`config.mk`:
```
export PLATFORM = sky130hd
export DESIGN_NAME = sudoku_result_writer_flat
export DESIGN_NICKNAME = d
export VERILOG_FILES = /design/src/rtl/sudoku_result_writer_pkg.sv /design/src/rtl/sudoku_result_writer_if.sv /design/src/rtl/sudoku_result_writer_cell_word_packer.sv /design/src/rtl/sudoku_result_writer.sv /design/src/flat_wrapper.sv
export SDC_FILE = /design/constraint.sdc
export NUM_CORES = 1
export LEC_CHECK = 0
export ABC_CLOCK_PERIOD_IN_PS = 3000
export CORE_ASPECT_RATIO = 0.6
export CORE_MARGIN = 10
export CORE_UTILIZATION = 35
export CTS_BUF_LIST = sky130_fd_sc_hd__clkbuf_8
export DETAILED_ROUTE_END_ITERATION = 8
export GPL_ROUTABILITY_DRIVEN = 0
export SKIP_LAST_GASP = 1
export SLEW_MARGIN = 15
export SYNTH_ARGS = -nofsm -noshare
export SYNTH_HDL_FRONTEND = slang
export SYNTH_SLANG_ARGS = --single-unit
export TNS_END_PERCENT = 20
```
`constraint.sdc`:
```
create_clock -name clk -period 3 [get_ports clk]
set_input_delay 0.9 -clock clk [delete_from_list [all_inputs] [get_ports clk]]
set_output_delay 0.9 -clock clk [all_outputs]
set_load 0.03 [all_outputs]
```
`src/rtl/sudoku_result_writer_pkg.sv`:
```
// rtl/sudoku_result_writer_pkg.sv - shared constants, types and helpers for the result writer
// Contents: grid geometry, word/status layout, FSM state encodings, bcd_grid_t, saturating increment.
package sudoku_result_writer_pkg;

  localparam int GRID_N         = 9;
  localparam int NUM_CELLS      = 81;
  localparam int CELLS_PER_WORD = 8;
  localparam int DATA_WORDS     = 11;
  localparam int STATUS_IDX     = 11;
  localparam int NUM_WORDS      = 12;

  // Cause bit positions inside the status word
  localparam int STAT_SOLVED  = 0;
  localparam int STAT_FAIL    = 1;
  localparam int STAT_STALLED = 2;
  localparam int STAT_TIMEOUT = 3;

  typedef logic [1:0] writer_state_t;
  localparam writer_state_t ST_IDLE  = 2'd0;
  localparam writer_state_t ST_WAIT  = 2'd1;
  localparam writer_state_t ST_WRITE = 2'd2;
  localparam writer_state_t ST_FIN   = 2'd3;

  // [row][col] of 4-bit BCD digits, 0 = unresolved
  typedef logic [8:0][8:0][3:0] bcd_grid_t;

  function automatic logic [15:0] sat_inc16(input logic [15:0] v);
    return (v == 16'hFFFF) ? v : v + 16'd1;
  endfunction

endpackage

```
`src/rtl/sudoku_result_writer_if.sv`:
```
// rtl/sudoku_result_writer_if.sv - control, grid and BRAM write bundle of the result writer
// Signals: start/cells/fail toward the writer; addr_out/din_out/we_out BRAM write port;
// busy/done status. master = writer side, slave = solver/BRAM/controller side.
interface sudoku_result_writer_if;
  import sudoku_result_writer_pkg::*;

  logic        start;
  bcd_grid_t   cells;
  logic        fail;
  logic [31:0] addr_out;
  logic [31:0] din_out;
  logic        we_out;
  logic        busy;
  logic        done;

  modport master (
    input  start, cells, fail,
    output addr_out, din_out, we_out, busy, done
  );

  modport slave (
    output start, cells, fail,
    input  addr_out, din_out, we_out, busy, done
  );

endinterface

```
`src/rtl/sudoku_result_writer_cell_word_packer.sv`:
```
// rtl/sudoku_result_writer_cell_word_packer.sv - packs eight BCD cells of a grid into one 32-bit word
// Ports: grid (in, bcd_grid_t), word_idx (in, 4b), word (out, 32b; nibble i = cell 8*word_idx+i,
// cells past the end of the grid read as 0).
module sudoku_result_writer_cell_word_packer
  import sudoku_result_writer_pkg::*;
#(
  parameter int WIDTH = GRID_N
) (
  input  bcd_grid_t   grid,
  input  logic [3:0]  word_idx,
  output logic [31:0] word
);

  localparam int CELLS = WIDTH * WIDTH;

  // Row-major packing puts cell n at bits [4n+3:4n] of the flattened grid
  logic [323:0] flat;
  logic [6:0]   cell_n;

  assign flat = grid;

  always_comb begin
    word   = '0;
    cell_n = '0;
    for (int i = 0; i < CELLS_PER_WORD; i++) begin
      cell_n = {word_idx, 3'(i)};
      if (cell_n < 7'(CELLS)) begin
        word[4*i +: 4] = flat[{cell_n, 2'b00} +: 4];
      end
    end
  end

endmodule

```
`src/rtl/sudoku_result_writer.sv`:
```
// rtl/sudoku_result_writer.sv - drains the solver result grid plus a status word into output BRAM
// Ports: clk, reset_L (async, active-low), bus (sudoku_result_writer_if.master):
// start/cells/fail in; addr_out/din_out/we_out BRAM write port, busy, done out.
module sudoku_result_writer
  import sudoku_result_writer_pkg::*;
#(
  parameter int          WIDTH        = 9,
  parameter logic [31:0] BASE_ADDR    = 32'h0,
  parameter int          STALL_CYCLES = 4,
  parameter int          TIMEOUT      = 1023
) (
  input logic                    clk,
  input logic                    reset_L,
  sudoku_result_writer_if.master bus
);

  writer_state_t state;
  bcd_grid_t     prev_grid;
  bcd_grid_t     snap_grid;
  logic [15:0]   stall_cnt;
  logic [15:0]   cyc_cnt;
  logic [3:0]    cause;
  logic [3:0]    idx;
  logic [31:0]   addr_q;
  logic [31:0]   din_q;
  logic          we_q;
  logic          done_q;

  logic          solved;
  logic          stalled;
  logic          timed_out;
  logic [15:0]   stall_nxt;
  logic [15:0]   cyc_nxt;
  logic [3:0]    cause_nxt;
  logic [31:0]   packed_word;
  logic [31:0]   status_word;

  always_comb begin
    solved = 1'b1;
    for (int r = 0; r < GRID_N; r++) begin
      for (int c = 0; c < GRID_N; c++) begin
        if (bus.cells[r][c] == 4'd0) solved = 1'b0;
      end
    end
  end

  // Both counters include the cycle being evaluated, so a solved grid seen on
  // the first WAIT cycle reports cyc_cnt = 1 and TIMEOUT counts WAIT cycles.
  assign stall_nxt = (bus.cells == prev_grid) ? sat_inc16(stall_cnt) : 16'd0;
  assign cyc_nxt   = sat_inc16(cyc_cnt);
  assign stalled   = (stall_nxt >= 16'(STALL_CYCLES));
  assign timed_out = (cyc_nxt == 16'(TIMEOUT));

  // Only the highest-priority cause is recorded
  always_comb begin
    cause_nxt = '0;
    if (solved)         cause_nxt[STAT_SOLVED]  = 1'b1;
    else if (bus.fail)  cause_nxt[STAT_FAIL]    = 1'b1;
    else if (stalled)   cause_nxt[STAT_STALLED] = 1'b1;
    else if (timed_out) cause_nxt[STAT_TIMEOUT] = 1'b1;
  end

  assign status_word = {cyc_cnt, 12'd0, cause};

  sudoku_result_writer_cell_word_packer #(
    .WIDTH (WIDTH)
  ) u_packer (
    .grid     (snap_grid),
    .word_idx (idx),
    .word     (packed_word)
  );

  always_ff @(posedge clk or negedge reset_L) begin
    if (!reset_L) begin
      state     <= ST_IDLE;
      prev_grid <= '0;
      snap_grid <= '0;
      stall_cnt <= '0;
      cyc_cnt   <= '0;
      cause     <= '0;
      idx       <= '0;
      addr_q    <= BASE_ADDR;
      din_q     <= '0;
      we_q      <= 1'b0;
      done_q    <= 1'b0;
    end else begin
      we_q   <= 1'b0;
      done_q <= 1'b0;
      case (state)
        ST_IDLE: begin
          if (bus.start) begin
            state     <= ST_WAIT;
            stall_cnt <= '0;
            cyc_cnt   <= '0;
            prev_grid <= '0;
          end
        end
        ST_WAIT: begin
          prev_grid <= bus.cells;
          stall_cnt <= stall_nxt;
          cyc_cnt   <= cyc_nxt;
          if (cause_nxt != 4'd0) begin
            snap_grid <= bus.cells;
            cause     <= cause_nxt;
            idx       <= '0;
            state     <= ST_WRITE;
          end
        end
        ST_WRITE: begin
          // Writes trail idx by one register stage; the pass with idx at
          // NUM_WORDS retires the final word and raises done.
          if (idx == 4'(NUM_WORDS)) begin
            done_q <= 1'b1;
            state  <= ST_FIN;
          end else begin
            we_q   <= 1'b1;
            addr_q <= BASE_ADDR + {26'd0, idx, 2'b00};
            din_q  <= (idx == 4'(STATUS_IDX)) ? status_word : packed_word;
            idx    <= idx + 4'd1;
          end
        end
        ST_FIN: begin
          state <= ST_IDLE;
        end
        default: begin
          state <= ST_IDLE;
        end
      endcase
    end
  end

  assign bus.addr_out = addr_q;
  assign bus.din_out  = din_q;
  assign bus.we_out   = we_q;
  assign bus.done     = done_q;
  assign bus.busy     = (state != ST_IDLE);

endmodule
```
`src/flat_wrapper.sv`:
```
// flat-port wrapper written by rule: the top's interface ports become plain ports
module sudoku_result_writer_flat import sudoku_result_writer_pkg::*;
#(
  parameter int          WIDTH        = 9,
  parameter logic [31:0] BASE_ADDR    = 32'h0,
  parameter int          STALL_CYCLES = 4,
  parameter int          TIMEOUT      = 1023
)
  (clk, reset_L, bus_start, bus_cells, bus_fail, bus_addr_out, bus_din_out, bus_we_out, bus_busy, bus_done);
  sudoku_result_writer_if bus_i ();
  input logic clk;
  input logic reset_L;
  input wire logic [$bits(bus_i.start)-1:0] bus_start;
  input wire logic [$bits(bus_i.cells)-1:0] bus_cells;
  input wire logic [$bits(bus_i.fail)-1:0] bus_fail;
  output wire logic [$bits(bus_i.addr_out)-1:0] bus_addr_out;
  output wire logic [$bits(bus_i.din_out)-1:0] bus_din_out;
  output wire logic [$bits(bus_i.we_out)-1:0] bus_we_out;
  output wire logic [$bits(bus_i.busy)-1:0] bus_busy;
  output wire logic [$bits(bus_i.done)-1:0] bus_done;
  assign bus_i.start = bus_start;
  assign bus_i.cells = bus_cells;
  assign bus_i.fail = bus_fail;
  assign bus_addr_out = bus_i.addr_out;
  assign bus_din_out = bus_i.din_out;
  assign bus_we_out = bus_i.we_out;
  assign bus_busy = bus_i.busy;
  assign bus_done = bus_i.done;
  sudoku_result_writer #(.WIDTH(WIDTH), .BASE_ADDR(BASE_ADDR), .STALL_CYCLES(STALL_CYCLES), .TIMEOUT(TIMEOUT)) u_core (.clk(clk), .reset_L(reset_L), .bus(bus_i));
endmodule
```
==> results of run 1 <==
[worst paths after layout]
path	to	from	slack, ns	depth (start not counted)
max	u_core.snap_grid[274]$_DFFE_PN0P_	bus_cells[201]	-0.52	11
min	u_core.prev_grid[232]$_DFFE_PN0P_	reset_L	0.02	1
max reg2reg	u_core.snap_grid[322]$_DFFE_PN0P_	u_core.prev_grid[49]$_DFFE_PN0P_	-0.50	14
min reg2reg	u_core.bus.din_out[24]$_DFFE_PN0P_	u_core.bus.din_out[24]$_DFFE_PN0P_	0.48	2
max in group asynchronous	u_core.prev_grid[123]$_DFFE_PN0P_	reset_L	2.00	3
min in group clk	u_core.bus.din_out[24]$_DFFE_PN0P_	u_core.bus.din_out[24]$_DFFE_PN0P_	0.48	2
[through the flow]
| stage | hold WS (ns) | util |
|---|---|---|
| after floorplan | 0.4376 | - |
| after global placement | 0.4519 | 0.4570 |
| after detailed placement | 0.4706 | 0.4573 |
| after CTS | 0.0009471 | 0.4909 |
| after global routing | 0.008662 | 0.4979 |
| final | 0.01684 | 0.4980 |
[timing repair]
item	in CTS	in global routing
gates cloned	15	7
pin swaps	36	34
setup buffers	11	4
resized for setup	174	114
endpoints found under the setup margin	351	351
[state kept, by name, indices dropped and copies added (netlist names)]
| signal | count |
|---|---|
| u_core.prev_grid | 324 |
| u_core.snap_grid | 324 |
| u_core.bus.din_out | 32 |
| u_core.cyc_cnt | 16 |
| u_core.stall_cnt | 16 |
| u_core.bus.addr_out | 4 |
| u_core.cause | 4 |
| u_core.idx | 4 |
| u_core.state | 2 |
| u_core.bus.done | 1 |
| u_core.bus.we_out | 1 |
[power by group through the flow]
stage          logic [mW]  registers (mW)  clock network (mW)
6_report             23.5            17.2                9.03
5_1_grt              24.4            17.6                9.55
4_1_cts              22.6            17.0                9.07
3_5_place_dp         21.6            17.1                   0
3_3_place_gp         21.3            17.0                   0
2_1_floorplan        11.8            16.7                   0
[cell usage in the layout (no fill, tap or decap), types with 19 or more instances in the layout]
cell and instances:
dfrtp_1 725, buf_4 664, a22o_1 339, xor2_1 281, clkdlybuf4s50_1 271, mux2_2 205, clkbuf_8 135, nor4_1 125
nand2_1 121, mux2_4 115, mux4_2 64, dlygate4sd2_1 60, o21ai_0 49, inv_1 48, nor4_2 42, nand4_1 35
xnor2_1 34, buf_12 34, dlymetal6s2s_1 33, nor2_1 29, mux2i_1 28, conb_1 28, mux2_1 24, nand3_1 21
nor4_4 20, a222oi_1 20, clkinv_2 20, buf_16 20, a21oi_1 19
[cell type report]
| cell class | count | area (um^2) | area share |
|---|---|---|---|
| sequential | 728 | 18230 | 0.3710 |
| multi-input combinational | 1766 | 16610 | 0.3381 |
| timing repair buffer | 1105 | 10230 | 0.2082 |
| clock buffer | 135 | 1858 | 0.03782 |
| tap | 1319 | 1650 | 0.03359 |
| clock inverter | 65 | 473.0 | 0.009626 |
| inverter | 16 | 60.06 | 0.001222 |
| antenna | 9 | 22.52 | 0.0004584 |
[layer usage]
layer  part of all wire  global-route usage  vias to the layer above
met3               0.14              0.1193                      281
met5            0.00066                   0                        -
met1               0.42              0.3770                    15075
li1                   -                   -                    12178
met4              0.038             0.08977                       18
met2               0.40              0.3736                     1739
[kinds of logic after synthesis]
family          share of synthesized area
flops                              0.5216
compound gates                     0.1173
simple gates                      0.07230
mux                                0.1710
other cells                     0.0001074
xor+xnor                          0.08301
fa+ha+maj                        0.002508
buf+inv                           0.03224
==> results.toml, run 1 <==
[route]
routed_wl_um = 160500
drt-vias-per-instance = 5.695
vias = 29291
route.detailed.drc = 0
firstDrtPassIters = 8
antenna_left = 0
wl_per_cell_um = 31.21
drtIter0Drc = 3678

[sta]
hold_viol_final = 0
worst_slew_pin_slew_ns = 1.094
slew_violations = 0
fin_setup_tns_ns = -157.20
fmax_ghz = 0.2837
post-route-period-util = 1.175
skew_ns = 0.05083
fin_ws_ns = -0.5246
setup_viol = 350
relSlewSlack = 0.2631
rsz0062_at_grt = "true"
period_needed_ns = 3.525

[finish]
layout-drive-gt1-share = 0.3693
stdcell_area_um2 = 49130
area_growth_pct = 40.68
instances_no_fill = 5143
fill_cells = 8787
nets = 4062

[power]
pwr-share-seq = 0.346
pwr-share-comb = 0.472
peakVddDrop_uv = 852.6
p_per_area_nw_per_um2 = 1013
clkPwrFrac = 0.181
cellLeakagePower_nw = 23.16
total_power_mw = 49.76
power.internal_mw = 30.06
switchingPower_mw = 19.70
p_sw_frac = 0.3958

[logic_synthesis]
yosysUniqueCellTypes = 72
synth_ff_type = "dfrtp_1"
synth_area_leaders = "dfrtp_1, a22o_1, xor2_1"
synth_area_um2 = 34920
yosysMostFrequentCell = "dfrtp_1"
syn_avg_cell_area_um2 = 13.04
synth_warnings = 0
synth-edff-count = 0
synthArstFlopShare = 1.000
syn_inst = 2679
yosysSeqAreaShare = 0.5216
yosysTopAreaCell = "dfrtp_1"
synth_top_area_share = 0.5216
ys_ff_latch = 728
netlist_top_cells_count = "dfrtp_1, a22o_1, xor2_1"

[global_routing]
overflow = 0
grt_max_degree = 92
grt_use_total = 0.2716
grt_pass1_vias = 28934
grt_antenna_before_repair = 19
grt_pass1_wl_um = 222800

[cts]
cts-htree-levels = 3
clkLatencyLatePin_ns = 0.83
clkSinkCount = 728
root_buffer = "clkbuf_8"
postCtsHoldBufs = 0
cts_buffer_depth = 3
cts_tree = "built"
cts_buffers = 110
path_clk_slew_ns = 0.07

[setup_path]
path_class = "in -> reg"
worst_ep_arrival_time_ns = 4.22
cp_max_fo = 23
required_ns = 3.70
cp_num_buf_inv = 3
critPathLaunchType = "primary input"
end_kind = "flop"
worst_path_most_repeated_cell = "nor4_2"
critPathMaxStageDelay_ns = 0.87
slowest_stage = "nor4_2"
path_cells = "clkdlybuf4s50_1, nor4_2, nor4_1, nand4_1, nor4_2, a21oi_2, o31ai_4, o21ai_4, buf_12, clkbuf_16, mux2_2"
critical_path.top_delay_family = "simple AND/OR/NAND/NOR gates"

[place]
post-place-ws_ns = -1.954
portBuffers = 366
place_inst = 4904
dp_hpwl_um = 121500
dpl_cell_area_um2 = 45120

[floorplan]
die_x_um = 427.8
core_um2 = 98660
initial_core_util = 0.3540
placementRows = 89
io_pins = 395
die_h_um = 264.7
fp.dieArea_um2 = 113200

[worst_hold_path]
hold_class = "in -> async"

[outcome]
violations = "setup timing"
status = "finished, violations left"

[run]
max_cap_violations = 0
(Power assumes the default switching activity.)
==> run 2: changes to the inputs <==
==> constraint.sdc (replaced) <==
create_clock -name clk -period 3 [get_ports clk]
set_input_delay 0.45 -clock clk [delete_from_list [all_inputs] [get_ports clk]]
set_output_delay 0.45 -clock clk [all_outputs]
set_load 0.03 [all_outputs]
==> run 2 against run 1 <==
Critical path depth rose by 2. Clock power fell by 5.0%. The flow still finishes with violations (setup timing). First-iteration DRC count shrank 1.9%. Routed wire length is 3.5% lower. Sequential power barely moved. Combinational power decreased by 8.5%. Register-to-register slack worse by 0.09 ns. Count of clock-buffer cells in the layout fell by 2. Via count fell by 2.2%. Die area did not move. Cell count fell by 1.8%. Core utilization shrank 1.8 points.
==> results.toml, run 2 (same netlist as run 1, synthesis figures left out) <==
[global_routing]
grt_antenna_before_repair = 15
grt_use_total = 0.2632
grt_pass1_vias = 28264
grt_pass1_wl_um = 216300
grt_max_degree = 78
overflow = 0

[cts]
cts_buffers = 110
path_clk_slew_ns = 0.07
cts-htree-levels = 3
clkSinkCount = 728
root_buffer = "clkbuf_8"
clkLatencyLatePin_ns = 0.82
cts_tree = "built"
cts_buffer_depth = 3

[power]
switchingPower_mw = 18.60
clkPwrFrac = 0.181
pwr-share-seq = 0.364
cellLeakagePower_nw = 22.00
p_per_area_nw_per_um2 = 999.2
p_sw_frac = 0.3930
pwr-share-comb = 0.454
power.internal_mw = 28.72
total_power_mw = 47.32
peakVddDrop_uv = 509.9

[finish]
nets = 3973
layout_common_cells = "dfrtp_1, buf_4, clkdlybuf4s50_1, a22o_1, xor2_1"
instances_no_fill = 5049
seq_area_um2 = 18230
layout_commonest_cell = "dfrtp_1"
post-route-util = 0.4800
fill_cells = 8822
multiInputGateArea_um2 = 15920
layout-drive-gt1-share = 0.3282
area_growth_pct = 35.60

[run]
max_cap_violations = 0

[route]
vias = 28644
drtIter0Drc = 3609
wl_per_cell_um = 30.67
drt-vias-per-instance = 5.673
route.detailed.drc = 0
firstDrtPassIters = 9
routed_wl_um = 154900
antenna_left = 0

[sta]
fmax_ghz = 0.2782
fin_ws_ns = -0.5948
relSlewSlack = 0.2654
slew_violations = 0
skew_ns = 0.05756
worst_slew_pin_slew_ns = 1.090
rsz0062_at_grt = "true"
post-route-period-util = 1.198
hold_viol_final = 0
period_needed_ns = 3.595
setup_viol = 349

[place]
dp_hpwl_um = 123000
place_inst = 4832
portBuffers = 366

[floorplan]
io_pins = 395
initial_core_util = 0.3540
core_um2 = 98660
placementRows = 89
die_h_um = 264.7
die_x_um = 427.8
fp.dieArea_um2 = 113200

[setup_path]
critPathMaxStageDelay_ns = 0.47
end_kind = "flop"
cp_max_fo = 6
path_cells = "xor2_4, nor4_4, buf_4, nand4_1, nor4_4, nand4_1, buf_4, nor3_4, o21ai_4, buf_12, clkbuf_16, buf_12, mux2_1"
critPathLaunchType = "flop"
critical_path.top_delay_family = "simple AND/OR/NAND/NOR gates"
required_ns = 3.68
cp_num_buf_inv = 5
slowest_stage = "nor4_4"
path_class = "reg -> reg"
worst_ep_arrival_time_ns = 4.27

[outcome]
violations = "setup timing"
status = "finished, violations left"

[worst_hold_path]
hold_class = "in -> async"
-- run 2: cell types whose count changed in the layout (fill, tap and decap cells not counted), moves of 33 or more --
cell / previous run / this run
dlygate4sd2_1: 60 / 0
nor4_1: 125 / 174
buf_4: 664 / 594
dlymetal6s2s_1: 33 / 0
nor4_2: 42 / 8
clkdlybuf4s50_1: 271 / 365
-- run 2: power by group through the flow --
stage	Combinational [mW]	Clock, mW	Sequential, mW
detailed placement	20.7	0	17.1
global placement	20.4	0	17.1
floorplan	11.8	0	16.7
finish	21.5	8.58	17.2
CTS	20.9	8.67	17.1
global route	22.4	9.13	17.6
-- run 2: worst paths after layout --
path | startpoint | to | slack [ns] | cells after the start
setup / recovery | u_core.prev_grid[166]$_DFFE_PN0P_ | u_core.snap_grid[5]$_DFFE_PN0P_ | -0.59 | 13
hold / removal | reset_L | u_core.snap_grid[132]$_DFFE_PN0P_ | 0.20 | 2
setup reg to reg | u_core.prev_grid[166]$_DFFE_PN0P_ | u_core.snap_grid[5]$_DFFE_PN0P_ | -0.59 | 13
hold reg to reg | u_core.bus.addr_out[3]$_DFFE_PN0P_ | u_core.bus.addr_out[3]$_DFFE_PN0P_ | 0.48 | 2
max in group asynchronous | reset_L | u_core.prev_grid[308]$_DFFE_PN0P_ | 1.85 | 3
min in group clk | bus_cells[157] | u_core.prev_grid[157]$_DFFE_PN0P_ | 0.35 | 2
-- run 2: per-stage QoR --
step	hold WS (ns)	TNS [ns]	instance area (um^2)	setup slack, ns
after detailed placement	0.4531	-653.71	44610	-1.934
final	0.2040	-175.54	47360	-0.5948
after global routing	0.2245	-149.94	47350	-0.5287
after floorplan	0.1544	0	35030	0.02988
after global placement	0.4481	-671.32	44610	-1.992
after CTS	0.1841	-119.79	46980	-0.4313
-- run 2: area by class of cell --
cell class,count,share of cell area
well taps,1319,0.03485
inverters,16,0.001268
clock buffers,133,0.03865
flip-flops and latches,728,0.3849
repair buffers,1016,0.1953
diodes,7,0.0003699
multi-input cells,1766,0.3362
clock inverters,64,0.008481
-- run 2: routing by layer --
layer,GRT usage,part of all wire
met5,0,0.00039
met4,0.07553,0.031
met1,0.3714,0.43
met2,0.3603,0.40
met3,0.1147,0.14
-- run 2: what timing repair did --
action | 4_1_cts | 5_1_grt
pin swaps | 7 | 7
endpoints found under the hold margin | 53 | 0
hold buffers | 1 | 0
gates resized for setup | 11 | 43
setup endpoints to repair | 350 | 349
buffers inserted | 2 | 4
gates cloned | 1 | 5
